==> config.mk <==
export PLATFORM = sky130hd
export DESIGN_NAME = x68_bus_arbiter
export DESIGN_NICKNAME = d
export VERILOG_FILES = /design/src/rtl/x68_bus_pkg.sv /design/src/rtl/x68_prio_pick.sv /design/src/rtl/x68_bus_arbiter.sv
export SDC_FILE = /design/constraint.sdc
export NUM_CORES = 1
export LEC_CHECK = 0
export BUFFER_PORTS_ARGS = -buffer_cell sky130_fd_sc_hd__clkbuf_2
export CORE_MARGIN = 8
export CORE_UTILIZATION = 50
export DETAILED_ROUTE_END_ITERATION = 16
export GPL_ROUTABILITY_DRIVEN = 0
export PLACE_DENSITY_LB_ADDON = 0.12
export SYNTH_ARGS = -nofsm -noshare
export SYNTH_HDL_FRONTEND = slang
export SYNTH_SLANG_ARGS = --single-unit
==> constraint.sdc <==
create_clock -name clk_i -period 2.25 [get_ports clk_i]
set_clock_uncertainty 0.05 [all_clocks]
set_input_delay 0.45 -clock clk_i [delete_from_list [all_inputs] [get_ports clk_i]]
set_output_delay 0.45 -clock clk_i [all_outputs]
set_load 0.05 [all_outputs]
==> src/rtl/x68_bus_pkg.sv <==
// Shared types and defaults for the 68000 bus arbiter: FSM state encoding,
// owner-index width helper and default timing constants.
package x68_bus_pkg;

    typedef enum logic [1:0] {
        ARB_CPU,
        ARB_WAIT_IDLE,
        ARB_GRANT,
        ARB_OWNED
    } arb_state_t;

    localparam int ACK_TIMEOUT_DEFAULT = 16;
    localparam int CPU_MIN_DEFAULT     = 2;

    // A single master still needs a 1-bit owner index.
    function automatic int owner_width(input int n);
        return (n <= 2) ? 1 : $clog2(n);
    endfunction

endpackage

==> src/rtl/x68_prio_pick.sv <==
// Combinational request picker: fixed priority (index 0 highest) or rotating
// priority starting at start_i with wrap-around.
module x68_prio_pick
    import x68_bus_pkg::*;
#(
    parameter int NREQ = 2,
    parameter int OW   = owner_width(NREQ)
) (
    input  logic [NREQ-1:0] req_i,
    input  logic [OW-1:0]   start_i,
    input  logic            rr_en_i,
    output logic            valid_o,
    output logic [OW-1:0]   idx_o
);

    // Scan from the far end so the last hit written is the first in scan order.
    always_comb begin
        int base;
        int pos;
        valid_o = 1'b0;
        idx_o   = '0;
        base    = rr_en_i ? int'(start_i) : 0;
        pos     = 0;
        for (int k = NREQ - 1; k >= 0; k--) begin
            pos = base + k;
            if (pos >= NREQ) begin
                pos = pos - NREQ;
            end
            if (req_i[OW'(pos)]) begin
                valid_o = 1'b1;
                idx_o   = OW'(pos);
            end
        end
    end

endmodule

==> src/rtl/x68_bus_arbiter.sv <==
// 68000 BR/BG/BGACK bus arbiter: hands the system bus from the CPU to one of
// NREQ masters, with grant timeout and a minimum CPU hold after each release.
module x68_bus_arbiter
    import x68_bus_pkg::*;
#(
    parameter int  NREQ        = 2,
    parameter int  ROUND_ROBIN = 0,
    parameter int  ACK_TIMEOUT = ACK_TIMEOUT_DEFAULT,
    parameter int  CPU_MIN     = CPU_MIN_DEFAULT,
    localparam int OW          = owner_width(NREQ)
) (
    input  logic            clk_i,
    input  logic            reset_i,
    input  logic            ce_i,
    input  logic            cpu_as_n_i,
    input  logic [NREQ-1:0] req_i,
    input  logic [NREQ-1:0] bgack_i,
    output logic [NREQ-1:0] gnt_o,
    output logic            dma_active_n_o,
    output logic [OW-1:0]   owner_o,
    output logic            ack_timeout_o
);

    arb_state_t      state_q;
    logic [NREQ-1:0] gnt_q;
    logic            dma_n_q;
    logic [OW-1:0]   owner_q;
    logic            ato_q;
    logic [3:0]      hold_q;
    logic [7:0]      cnt_q;
    logic [OW-1:0]   rr_q;
    logic [OW-1:0]   rr_d;

    logic            pick_valid;
    logic [OW-1:0]   pick_idx;

    x68_prio_pick #(
        .NREQ (NREQ),
        .OW   (OW)
    ) u_pick (
        .req_i   (req_i),
        .start_i (rr_q),
        .rr_en_i (ROUND_ROBIN != 0),
        .valid_o (pick_valid),
        .idx_o   (pick_idx)
    );

    // The master that just released the bus becomes lowest priority.
    always_comb begin
        rr_d = (owner_q == OW'(NREQ - 1)) ? '0 : owner_q + OW'(1);
    end

    // ack_timeout is a single-clk pulse, so it clears on every clk, not only on ce.
    always_ff @(posedge clk_i) begin
        ato_q <= 1'b0;
        if (reset_i) begin
            state_q <= ARB_CPU;
            gnt_q   <= '0;
            dma_n_q <= 1'b1;
            owner_q <= '0;
            hold_q  <= '0;
            cnt_q   <= '0;
            rr_q    <= '0;
        end else if (ce_i) begin
            case (state_q)
                ARB_CPU: begin
                    dma_n_q <= 1'b1;
                    if (hold_q == 4'd0 && pick_valid) begin
                        owner_q <= pick_idx;
                        state_q <= ARB_WAIT_IDLE;
                    end else if (hold_q != 4'd0) begin
                        hold_q <= hold_q - 4'd1;
                    end
                end
                ARB_WAIT_IDLE: begin
                    if (!req_i[owner_q]) begin
                        state_q <= ARB_CPU;
                    end else if (cpu_as_n_i) begin
                        gnt_q   <= NREQ'(1) << owner_q;
                        cnt_q   <= '0;
                        state_q <= ARB_GRANT;
                    end
                end
                // bgack is tested first so it beats a same-tick request drop.
                ARB_GRANT: begin
                    if (bgack_i[owner_q]) begin
                        gnt_q   <= '0;
                        dma_n_q <= 1'b0;
                        state_q <= ARB_OWNED;
                    end else if (!req_i[owner_q]) begin
                        gnt_q   <= '0;
                        state_q <= ARB_CPU;
                    end else if (cnt_q == 8'(ACK_TIMEOUT - 1)) begin
                        gnt_q   <= '0;
                        ato_q   <= 1'b1;
                        hold_q  <= 4'(CPU_MIN);
                        state_q <= ARB_CPU;
                    end else begin
                        cnt_q <= cnt_q + 8'd1;
                    end
                end
                ARB_OWNED: begin
                    dma_n_q <= 1'b0;
                    if (!bgack_i[owner_q]) begin
                        dma_n_q <= 1'b1;
                        hold_q  <= 4'(CPU_MIN);
                        rr_q    <= rr_d;
                        state_q <= ARB_CPU;
                    end
                end
                default: state_q <= ARB_CPU;
            endcase
        end
    end

    assign gnt_o          = gnt_q;
    assign dma_active_n_o = dma_n_q;
    assign owner_o        = owner_q;
    assign ack_timeout_o  = ato_q;

endmodule

==> impl_summary.txt, run 1 <==
----------------------------------------------------
[Run status]
  Outcome ... complete, no violations

[Yosys]
  Unique masters post-synth ... 41
  Synth Flop Type ... sky130_fd_sc_hd__dfxtp_1
  Number of synthesized flops with an enable pin ... 0
  Share of the yosys chip area belonging to registers ... 33.5%
  Post-synth top area share ... 33.5%
  Mux share of post-synthesis cell area ... 0%
  Area share of xor/xnor cells in the synthesized design ... 0%
  Area share of fa/ha/maj cells after synthesis ... 3.70%
  Area fraction in compound gates after synthesis ... 21.9%
  Number of instances in the synthesized netlist ... 124
  Top area cells in the synthesized netlist ... sky130_fd_sc_hd__dfxtp_1, sky130_fd_sc_hd__a21oi_1, sky130_fd_sc_hd__nand3_1, sky130_fd_sc_hd__ha_1, sky130_fd_sc_hd__nand2_1
  Post-synthesis instance area ... 1010 um2
  Synthesized flop and latch total ... 17
  Dominant combinational cell family by area after synthesis ... simple AND/OR/NAND/NOR gates
  Syn. warnings ... 0
  Synthesized area divided by synthesized cell count ... 8.18 um2
  Share of flip-flops with an asynchronous set or reset ... 0%
  Post-Synth Simple-Gate Area ... 33.2%
  Most area-hungry cell type in the Yosys netlist ... sky130_fd_sc_hd__dfxtp_1

[GRT]
  GRT Overall Usage ... 12.1%
  Via count of the first global-routing pass ... 832
  Sum of overflow across all layers after global routing ... 0
  Number of antenna violations at the first check in global routing ... 0
  Pin count of the biggest net entering global routing ... 20
  Global-route wire length before repair ... 3590 um

[Critical path]
  Largest fanout on the critical path ... 19
  Cell with the largest stage delay on the worst path ... sky130_fd_sc_hd__dfxtp_1
  Largest stage delay, worst path ... 0.68 ns
  Data required time of the critical path ... 2.40 ns
  Crit Path Category ... flop to flop
  Cell breakdown of the critical path ... nand3b_1 > a211oi_2 > a41oi_1 > a311oi_1
  Data arrival time of the critical path ... 1.98 ns
  Startpoint types ... flop
  Type of destination of the critical path ... flop

[Finish]
  Diode count ... 0
  Area of the multi-input gates ... 604 um2
  Post-synthesis to final-layout area growth ... 4.44%
  Leading cell types in the layout, fill and taps excluded ... sky130_fd_sc_hd__dfxtp_1, sky130_fd_sc_hd__nand2_1, sky130_fd_sc_hd__a21oi_1
  Most frequent standard cell in the layout excluding fill and tap cells ... sky130_fd_sc_hd__dfxtp_1
  Fraction of final layout cells with drive strength greater than 1 ... 14.1%
  Filler cells ... 192
  Net count of the finished layout ... 140
  Flip-flop and latch area ... 340 um2
  Fin area ... 1060 um2

[Power and ir drop]
  Net switching share of the total power ... 36.1%
  Pwr Density ... 807 nW/um2
  Leakage dissipation ... 0.392 nW
  Seq pwr share ... 47.2%
  Logic pwr share ... 33.7%
  Clk pwr share ... 19.0%
  Total internal power ... 0.000547 W
  Peak supply drop ... 469 uV
  Switch Pwr ... 0.000309 W

[Route]
  DRC marker count from the first detailed-route iteration ... 24
  Remaining design rule violation count ... 0
  Wire length per cell ... 13.3 um
  Total number of vias ... 925
  Avg Vias per Cell ... 5.97
  Number of antenna-violating nets in the routed design ... 0
  First-pass detailed-route iteration total ... 4
  Final wirelength ... 2060 um

[Floorplanning]
  Core area ... 1940 um2
  Number of top-level pins ... 13
  Initial cell density of the core ... 52.3%
  Die outline height ... 61.1 um
  Total die area ... 3730 um2
  Placement Rows ... 16
  Die extent in x ... 61.1 um

[CTS]
  H-tree Lvls ... 1
  Number of buffers inserted for hold repair after clock tree synthesis ... 0
  Max Buffers Root-to-Sink ... 2
  Root buffer cell ... sky130_fd_sc_hd__clkbuf_4
  Source-to-sink clock delay at the later pin of the worst-skew pair ... 0.28 ns
  Count of cells resized by post-cts repair ... 0
  CTS tree ... done
  Clock transition time at the flip-flop clock pins of the worst setup and hold paths ... 0.10 ns
  CTS Sinks ... 17
  Setup Fix Bufs, Post-CTS ... 0
  TritonCTS Buffers ... 3

[Timing]
  Sum of negative setup slack ... 0 ns
  Pins over their slew limit ... 0
  Tightest Pin Transition ... 0.545 ns
  Total of endpoints with negative setup slack in the final report ... 0
  Final-report hold violation count ... 0
  Share of the clock period used by the worst path after layout ... 81.0%
  RSZ-0062 raised after global routing ... no
  Min cycle time layout ... 1.82 ns
  Max frequency ... 549 MHz
  Rel. slew slack ... 63.6%

[Place]
  Count of input and output buffers ... 8
  Placed wire-length estimate after detailed placement ... 1470 um
  Area post-placement ... 1030 um2

[Hold path]
  Class of the tightest hold or removal check ... primary input to flop

[Run]
  Max_cap viols ... 0

----------------------------------------------------
-- Yosys cell counts (all sizes together) (2+ instances only) --
cell type  instances
clkbuf             2
a211oi             5
nand3b             2
inv                4
and3b              2
dfxtp             17
nor3b              3
a21oi             10
a311oi             3
o21a               2
buf                7
a31oi              3
nor2               8
o21ai              6
nand2b             3
or3                2
nand3              8
a41oi              2
nor3               5
and3               4
or4                2
ha                 3
nor4               2
nand2             10
-- per-layer routing --
| metal | vias up | share of wire [%] | GRT usage [%] |
|---|---|---|---|
| met5 | - | 0 | 0 |
| met4 | 0 | 0.49 | 4.65 |
| met3 | 2 | 3.9 | 2.09 |
| met2 | 18 | 52 | 20.3 |
| met1 | 441 | 44 | 14.9 |
| li1 | 464 | - | - |
-- final timing paths --
check	from	end	slack (ns)	depth (start not counted)
worst max register to register	state_q[1]	cnt_q[7]	0.43	4
worst min-delay path	req_i[0]	ack_timeout_o	0.44	3
worst min register to register	hold_q[0]	hold_q[0]	0.45	2
worst max-delay path	state_q[1]	cnt_q[7]	0.43	4
-- area by class of cell --
cell class              count  share of cell area (%)
multi-input cells          95                    57.0
flip-flops and latches     17                    32.1
repair buffers              8                    3.78
well taps                  27                    3.19
clock buffers               4                    2.48
inverters                   4                    1.42
-- registers in the layout (all words and copies together) (netlist names) --
name and count:
cnt_q 8, hold_q 4, state_q 2, ack_timeout_o 1, dma_active_n_o 1, gnt_o 1
-- cells by family after synthesis --
| kind of cell | after synthesis |
|---|---|
| DFF | 17 |
| and+or+nand+nor | 56 |
| buffers and inverters | 13 |
| other | 1 |
| AOI/OAI and AO/OA | 34 |
| adders and majority gates | 3 |
-- critical path: cells and delay by family (launching register included) --
kind,cells,cell delay (ns)
and+or+nand+nor,1,0.19
DFF,1,0.68
AOI/OAI and AO/OA,3,0.82
-- power by group through the flow --
| stage | clock network [W] | logic, W | registers, W |
|---|---|---|---|
| 6_report | 0.000163 | 0.000288 | 0.000404 |
| 5_1_grt | 0.000181 | 0.000332 | 0.000416 |
| 4_1_cts | 0.000168 | 0.000290 | 0.000404 |
| 3_5_place_dp | 0 | 0.000288 | 0.000410 |
| 3_3_place_gp | 0 | 0.000280 | 0.000408 |
| 2_1_floorplan | 0 | 0.000267 | 0.000384 |
-- per-stage QoR --
step | setup slack (ns) | util (%) | total power (W) | hold WS, ns | std cells
after CTS | 0.446 | 54.6 | 0.000862 | 0.432 | 155
final | 0.427 | 54.6 | 0.000855 | 0.444 | 155
after global routing | 0.218 | 54.6 | 0.000929 | 0.468 | 155
after floorplan | 0.615 | - | 0.000651 | 0.408 | 125
after global placement | 0.475 | 53.2 | 0.000689 | 0.434 | 151
after detailed placement | 0.462 | 53.2 | 0.000699 | 0.436 | 151
No activity file was read; power rests on OpenSTA's default activity.
==> run 2: changes to the inputs <==
==> constraint.sdc (replaced) <==
create_clock -name clk_i -period 1.66 [get_ports clk_i]
set_clock_uncertainty 0.05 [all_clocks]
set_input_delay 0.332 -clock clk_i [delete_from_list [all_inputs] [get_ports clk_i]]
set_output_delay 0.332 -clock clk_i [all_outputs]
set_load 0.05 [all_outputs]
==> run 2 against run 1 <==
Die area stayed put. Critical path depth rose by 2. Setup slack worse by 0.39 ns. Largest cell class unchanged. Sequential share of layout area fell by 4.4 points. Hold slack worse by 0.15 ns. Combinational power grew 110%. First-iteration DRC count rose by 63%. Highest routed layer unchanged. Sequential power rose by 33%. Cell area is 19% higher. Final cell count up 12%. Via count is 7.1% higher. Global-route usage up 1.7 points.
==> impl_summary.txt, run 2 (same netlist as run 1, synthesis figures left out) <==
----------------------------------------------------
[Floorplanning]
  Initial cell density of the core ... 52.3%
  Die outline height ... 61.1 um
  Core area ... 1940 um2
  Placement Rows ... 16
  Die extent in x ... 61.1 um
  Number of top-level pins ... 13
  Total die area ... 3730 um2

[Run status]
  Outcome ... complete, no violations

[Critical path]
  Depth of the worst register-to-register path ... 6
  Crit Path Category ... flop to flop
  Startpoint types ... flop
  Worst reg2reg endpoint ... hold_q[2]
  Worst reg2reg startpoint ... hold_q[0]
  Data required time of the critical path ... 1.84 ns
  Type of destination of the critical path ... flop
  Reg2reg setup slack ... 0.04 ns
  Data arrival time of the critical path ... 1.80 ns
  Largest fanout on the critical path ... 4

[Timing]
  Pins over their slew limit ... 0
  Final-report hold violation count ... 0
  Max frequency ... 617 MHz
  Min cycle time layout ... 1.62 ns
  Sum of negative setup slack ... 0 ns
  Share of the clock period used by the worst path after layout ... 97.7%
  Total of endpoints with negative setup slack in the final report ... 0
  RSZ-0062 raised after global routing ... yes
  Setup slack of the critical path after layout ... 0.0382 ns

[Route]
  Wire length per cell ... 14.0 um
  Avg Vias per Cell ... 5.73
  Number of antenna-violating nets in the routed design ... 0
  Remaining design rule violation count ... 0
  First-pass detailed-route iteration total ... 4
  Total number of vias ... 991
  Final wirelength ... 2420 um
  DRC marker count from the first detailed-route iteration ... 39

[Place]
  Count of input and output buffers ... 8
  Placed wire-length estimate after detailed placement ... 1710 um
  Post-Place Worst Slack ... -0.0713 ns

[Finish]
  Final Core Density ... 64.9%
  Register name with the most flops ... cnt_q
  Most frequent standard cell in the layout excluding fill and tap cells ... sky130_fd_sc_hd__buf_4
  Diode count ... 0
  Area of the multi-input gates ... 661 um2
  Post-synthesis to final-layout area growth ... 24.3%
  Largest regs ... cnt_q x8, hold_q x4, state_q x2
  Leading cell types in the layout, fill and taps excluded ... sky130_fd_sc_hd__buf_4, sky130_fd_sc_hd__dfxtp_1, sky130_fd_sc_hd__a21oi_1
  Net count of the finished layout ... 158
  Flip-flop and latch area ... 349 um2
  Filler cells ... 174
  Fraction of final layout cells with drive strength greater than 1 ... 37.0%
  Max reg flops ... 8

[GRT]
  Pin count of the biggest net entering global routing ... 18
  Number of antenna violations at the first check in global routing ... 0
  Via count of the first global-routing pass ... 941
  GRT Overall Usage ... 13.8%
  Sum of overflow across all layers after global routing ... 0
  Global-route wire length before repair ... 3970 um

[Hold path]
  Class of the tightest hold or removal check ... primary input to flop
  Cell depth of the worst hold path ... 3
  Launch instance of the worst min-delay path ... ce_i
  Endpoint of the worst hold path ... state_q[0]

[CTS]
  CTS tree ... done
  Source-to-sink clock delay at the later pin of the worst-skew pair ... 0.29 ns
  Root buffer cell ... sky130_fd_sc_hd__clkbuf_4
  Clock transition time at the flip-flop clock pins of the worst setup and hold paths ... 0.11 ns
  CTS Sinks ... 17
  H-tree Lvls ... 1
  Max Buffers Root-to-Sink ... 2
  Number of buffers inserted for hold repair after clock tree synthesis ... 0
  TritonCTS Buffers ... 3

[Power and ir drop]
  Pwr Density ... 1090 nW/um2
  Peak supply drop ... 776 uV
  Leakage dissipation ... 0.489 nW

[Run]
  Max_cap viols ... 0

----------------------------------------------------
run 2: layer usage:
| layer | global-route usage, % | vias up | wire length, um |
|---|---|---|---|
| met5 | 0 | - | 0 |
| met4 | 4.98 | 0 | 29 |
| met3 | 2.09 | 4 | 57 |
| met2 | 24.5 | 13 | 1220 |
| met1 | 16.1 | 470 | 1110 |
| li1 | - | 504 | - |
run 2: worst max-delay path by stage:
stage / end / from / depth (start not counted)
global route: hold_q[3] / hold_q[1] / 6
finish: hold_q[2] / hold_q[0] / 6
floorplan: cnt_q[7] / cnt_q[0] / 6
global placement: hold_q[2] / hold_q[0] / 6
CTS: hold_q[2] / hold_q[0] / 6
detailed placement: cnt_q[7] / cnt_q[0] / 6
run 2: per-stage QoR:
| stage | cell area [um2] | power [W] | hold WS [ns] | std cells |
|---|---|---|---|---|
| detailed placement | 1140 | 0.000992 | 0.438 | 165 |
| CTS | 1200 | 0.00129 | 0.288 | 171 |
| finish | 1260 | 0.00137 | 0.295 | 173 |
| floorplan | 1020 | 0.000883 | 0.408 | 125 |
| global route | 1260 | 0.00148 | 0.320 | 173 |
| global placement | 1140 | 0.000979 | 0.431 | 165 |
run 2: critical path: stages, from the launching register on:
cell and delay [ns]:
sky130_fd_sc_hd__dfxtp_2 0.35, sky130_fd_sc_hd__inv_2 0.04, sky130_fd_sc_hd__ha_2 0.16, sky130_fd_sc_hd__or3b_4 0.25
sky130_fd_sc_hd__nand2_4 0.06, sky130_fd_sc_hd__or4b_4 0.53, sky130_fd_sc_hd__a31oi_1 0.13
run 2: final cells by class:
class / count / share of cell area [%]
sequential: 17 / 27.7
clock inverter: 1 / 0.397
clock buffer: 3 / 1.79
timing repair buffer: 26 / 13.9
multi-input combinational: 95 / 52.4
inverter: 4 / 1.19
tap: 27 / 2.68
run 2: repair_timing:
action | in CTS | in global routing
resized for setup | 7 | 13
buffers inserted | 2 | 2
pin swaps | 1 | 7
setup endpoints to repair | 3 | 8
run 2: report_power, final:
group          internal [W]  switching (W)
clock             0.0000895       0.000141
sequential         0.000470      0.0000672
combinational      0.000314       0.000287
total              0.000874       0.000495
==> run 3: changes to the inputs <==
--- a/config.mk
+++ b/config.mk
@@ -6,11 +6,12 @@
 export NUM_CORES = 1
 export LEC_CHECK = 0
 export BUFFER_PORTS_ARGS = -buffer_cell sky130_fd_sc_hd__clkbuf_2
+export CAP_MARGIN = 20
 export CORE_MARGIN = 8
 export CORE_UTILIZATION = 50
 export DETAILED_ROUTE_END_ITERATION = 16
 export GPL_ROUTABILITY_DRIVEN = 0
-export PLACE_DENSITY_LB_ADDON = 0.12
+export PLACE_DENSITY = 0.82
 export SYNTH_ARGS = -nofsm -noshare
 export SYNTH_HDL_FRONTEND = slang
 export SYNTH_SLANG_ARGS = --single-unit
==> run 3 against run 2 <==
The flow now finishes with violations (setup timing). Hold slack better by 0.0018 ns. Clock power about the same. Combinational power down 4.3%. Register-to-register slack worse by 0.06 ns. Routed wire length about the same. Setup slack worse by 0.060 ns. Sequential power up 2%. Fmax down 3.6%. Final cell count down 2.3%. Count of clock-buffer cells in the layout unchanged. First-iteration DRC count down 18%. Largest power group unchanged.
==> impl_summary.txt, run 3 (same netlist as run 1, synthesis figures left out) <==
----------------------------------------------------
[Run status]
  Outcome ... finished with violations
  Violations in the final reports ... setup timing

[Hold path]
  Class of the tightest hold or removal check ... primary input to flop

[Critical path]
  Reg2reg setup slack ... -0.02 ns
  Data arrival time of the critical path ... 1.85 ns
  Data required time of the critical path ... 1.83 ns
  Startpoint types ... flop
  Type of destination of the critical path ... flop
  Crit Path Category ... flop to flop
  Largest fanout on the critical path ... 4

[GRT]
  GRT Overall Usage ... 13.6%
  Via count of the first global-routing pass ... 882
  Sum of overflow across all layers after global routing ... 0
  Pin count of the biggest net entering global routing ... 18
  Global-route wire length before repair ... 3910 um
  Number of antenna violations at the first check in global routing ... 0

[Place]
  Placed wire-length estimate after detailed placement ... 1640 um
  Count of input and output buffers ... 8
  Post-Place Worst Slack ... -0.0243 ns

[Floorplanning]
  Number of top-level pins ... 13
  Initial cell density of the core ... 52.3%
  Placement Rows ... 16
  Core area ... 1940 um2
  Die extent in x ... 61.1 um
  Die outline height ... 61.1 um
  Total die area ... 3730 um2

[Route]
  Remaining design rule violation count ... 0
  Avg Vias per Cell ... 5.89
  Final wirelength ... 2410 um
  DRC marker count from the first detailed-route iteration ... 32
  Total number of vias ... 996
  Wire length per cell ... 14.3 um
  First-pass detailed-route iteration total ... 4
  Number of antenna-violating nets in the routed design ... 0

[Finish]
  Leading cell types in the layout, fill and taps excluded ... sky130_fd_sc_hd__buf_4, sky130_fd_sc_hd__dfxtp_1, sky130_fd_sc_hd__a21oi_1
  Net count of the finished layout ... 154
  Filler cells ... 185
  Largest regs ... cnt_q x8, hold_q x4, state_q x2
  Post-synthesis to final-layout area growth ... 19.9%
  Max reg flops ... 8
  Register name with the most flops ... cnt_q
  Diode count ... 0
  Most frequent standard cell in the layout excluding fill and tap cells ... sky130_fd_sc_hd__buf_4
  Fraction of final layout cells with drive strength greater than 1 ... 32.4%

[Power and ir drop]
  Total power ... 0.00135 W
  Leakage dissipation ... 0.465 nW
  Pwr Density ... 1110 nW/um2
  Peak supply drop ... 1030 uV

[Timing]
  RSZ-0062 raised after global routing ... yes
  Share of the clock period used by the worst path after layout ... 101%
  Final-report hold violation count ... 0
  Total of endpoints with negative setup slack in the final report ... 1
  Setup slack of the critical path after layout ... -0.0222 ns
  Worst hold slack ... 0.297 ns
  Min cycle time layout ... 1.68 ns
  Pins over their slew limit ... 0
  Max frequency ... 594 MHz

[CTS]
  Root buffer cell ... sky130_fd_sc_hd__clkbuf_4
  TritonCTS Buffers ... 3
  Max Buffers Root-to-Sink ... 2
  Clock transition time at the flip-flop clock pins of the worst setup and hold paths ... 0.11 ns
  CTS Sinks ... 17
  H-tree Lvls ... 1
  CTS tree ... done
  Source-to-sink clock delay at the later pin of the worst-skew pair ... 0.30 ns

[Run]
  Max_cap viols ... 0

----------------------------------------------------
-- run 3: cell types whose count changed in the layout (fill, tap and decap cells not counted) --
cell and change:
sky130_fd_sc_hd__a311oi_2 -1, sky130_fd_sc_hd__a311oi_1 +1, sky130_fd_sc_hd__a41oi_2 -1, sky130_fd_sc_hd__or4b_4 -1, sky130_fd_sc_hd__nor3b_4 +1, sky130_fd_sc_hd__dfxtp_1 +1, sky130_fd_sc_hd__or4b_1 +1, sky130_fd_sc_hd__a41oi_1 +1
sky130_fd_sc_hd__buf_4 -4, sky130_fd_sc_hd__nor3b_2 -1, sky130_fd_sc_hd__dfxtp_4 -1
-- run 3: cell type report --
class / count / area, um2 / area share [%]
clock buffers: 3 / 22.5 / 1.85
repair buffers: 22 / 145 / 11.9
well taps: 27 / 33.8 / 2.78
inverters: 4 / 15.0 / 1.23
clock inverters: 1 / 5.00 / 0.412
multi-input cells: 95 / 649 / 53.4
flip-flops and latches: 17 / 345 / 28.4
-- run 3: through the flow --
| step | instances | area, um2 | util [%] | TNS, ns |
|---|---|---|---|---|
| 2_1_floorplan | 125 | 1020 | - | 0 |
| 3_3_place_gp | 162 | 1120 | 57.5 | 0 |
| 3_5_place_dp | 162 | 1120 | 57.5 | -0.0359 |
| 4_1_cts | 167 | 1160 | 59.9 | 0 |
| 5_1_grt | 169 | 1220 | 62.6 | -0.159 |
| 6_report | 169 | 1220 | 62.6 | -0.0222 |
-- run 3: worst paths after layout --
check | cells past startpoint | startpoint | end
setup / recovery | 6 | hold_q[0] | hold_q[2]
hold / removal | 3 | req_i[0] | ack_timeout_o
setup reg to reg | 6 | hold_q[0] | hold_q[2]
hold reg to reg | 1 | cnt_q[0] | cnt_q[0]
-- run 3: layer usage --
| layer | up-vias | track usage (%) | wire length, um |
|---|---|---|---|
| met1 | 473 | 15.2 | 1020 |
| li1 | 499 | - | - |
| met5 | - | 0 | 0 |
| met4 | 0 | 4.65 | 42 |
| met2 | 18 | 23.4 | 1280 |
| met3 | 6 | 4.38 | 80 |
-- run 3: critical path, cell delays in order, from the launching register on --
cell	delay [ns]
sky130_fd_sc_hd__dfxtp_2	0.35
sky130_fd_sc_hd__inv_2	0.05
sky130_fd_sc_hd__ha_2	0.16
sky130_fd_sc_hd__or3b_4	0.26
sky130_fd_sc_hd__nand2_4	0.06
sky130_fd_sc_hd__or4b_1	0.51
sky130_fd_sc_hd__a31oi_1	0.17
-- run 3: repair_timing --
action	4_1_cts	5_1_grt
resized for setup	5	11
cloned	0	0
buffers inserted	1	2
hold buffers	0	0
setup endpoints to repair	4	9
pin swaps	2	5
hold endpoints to repair	0	0
-- run 3: report_power, final --
group / internal, W / switching (W)
clock: 0.0000899 / 0.000141
combinational: 0.000276 / 0.000299
sequential: 0.000472 / 0.0000750
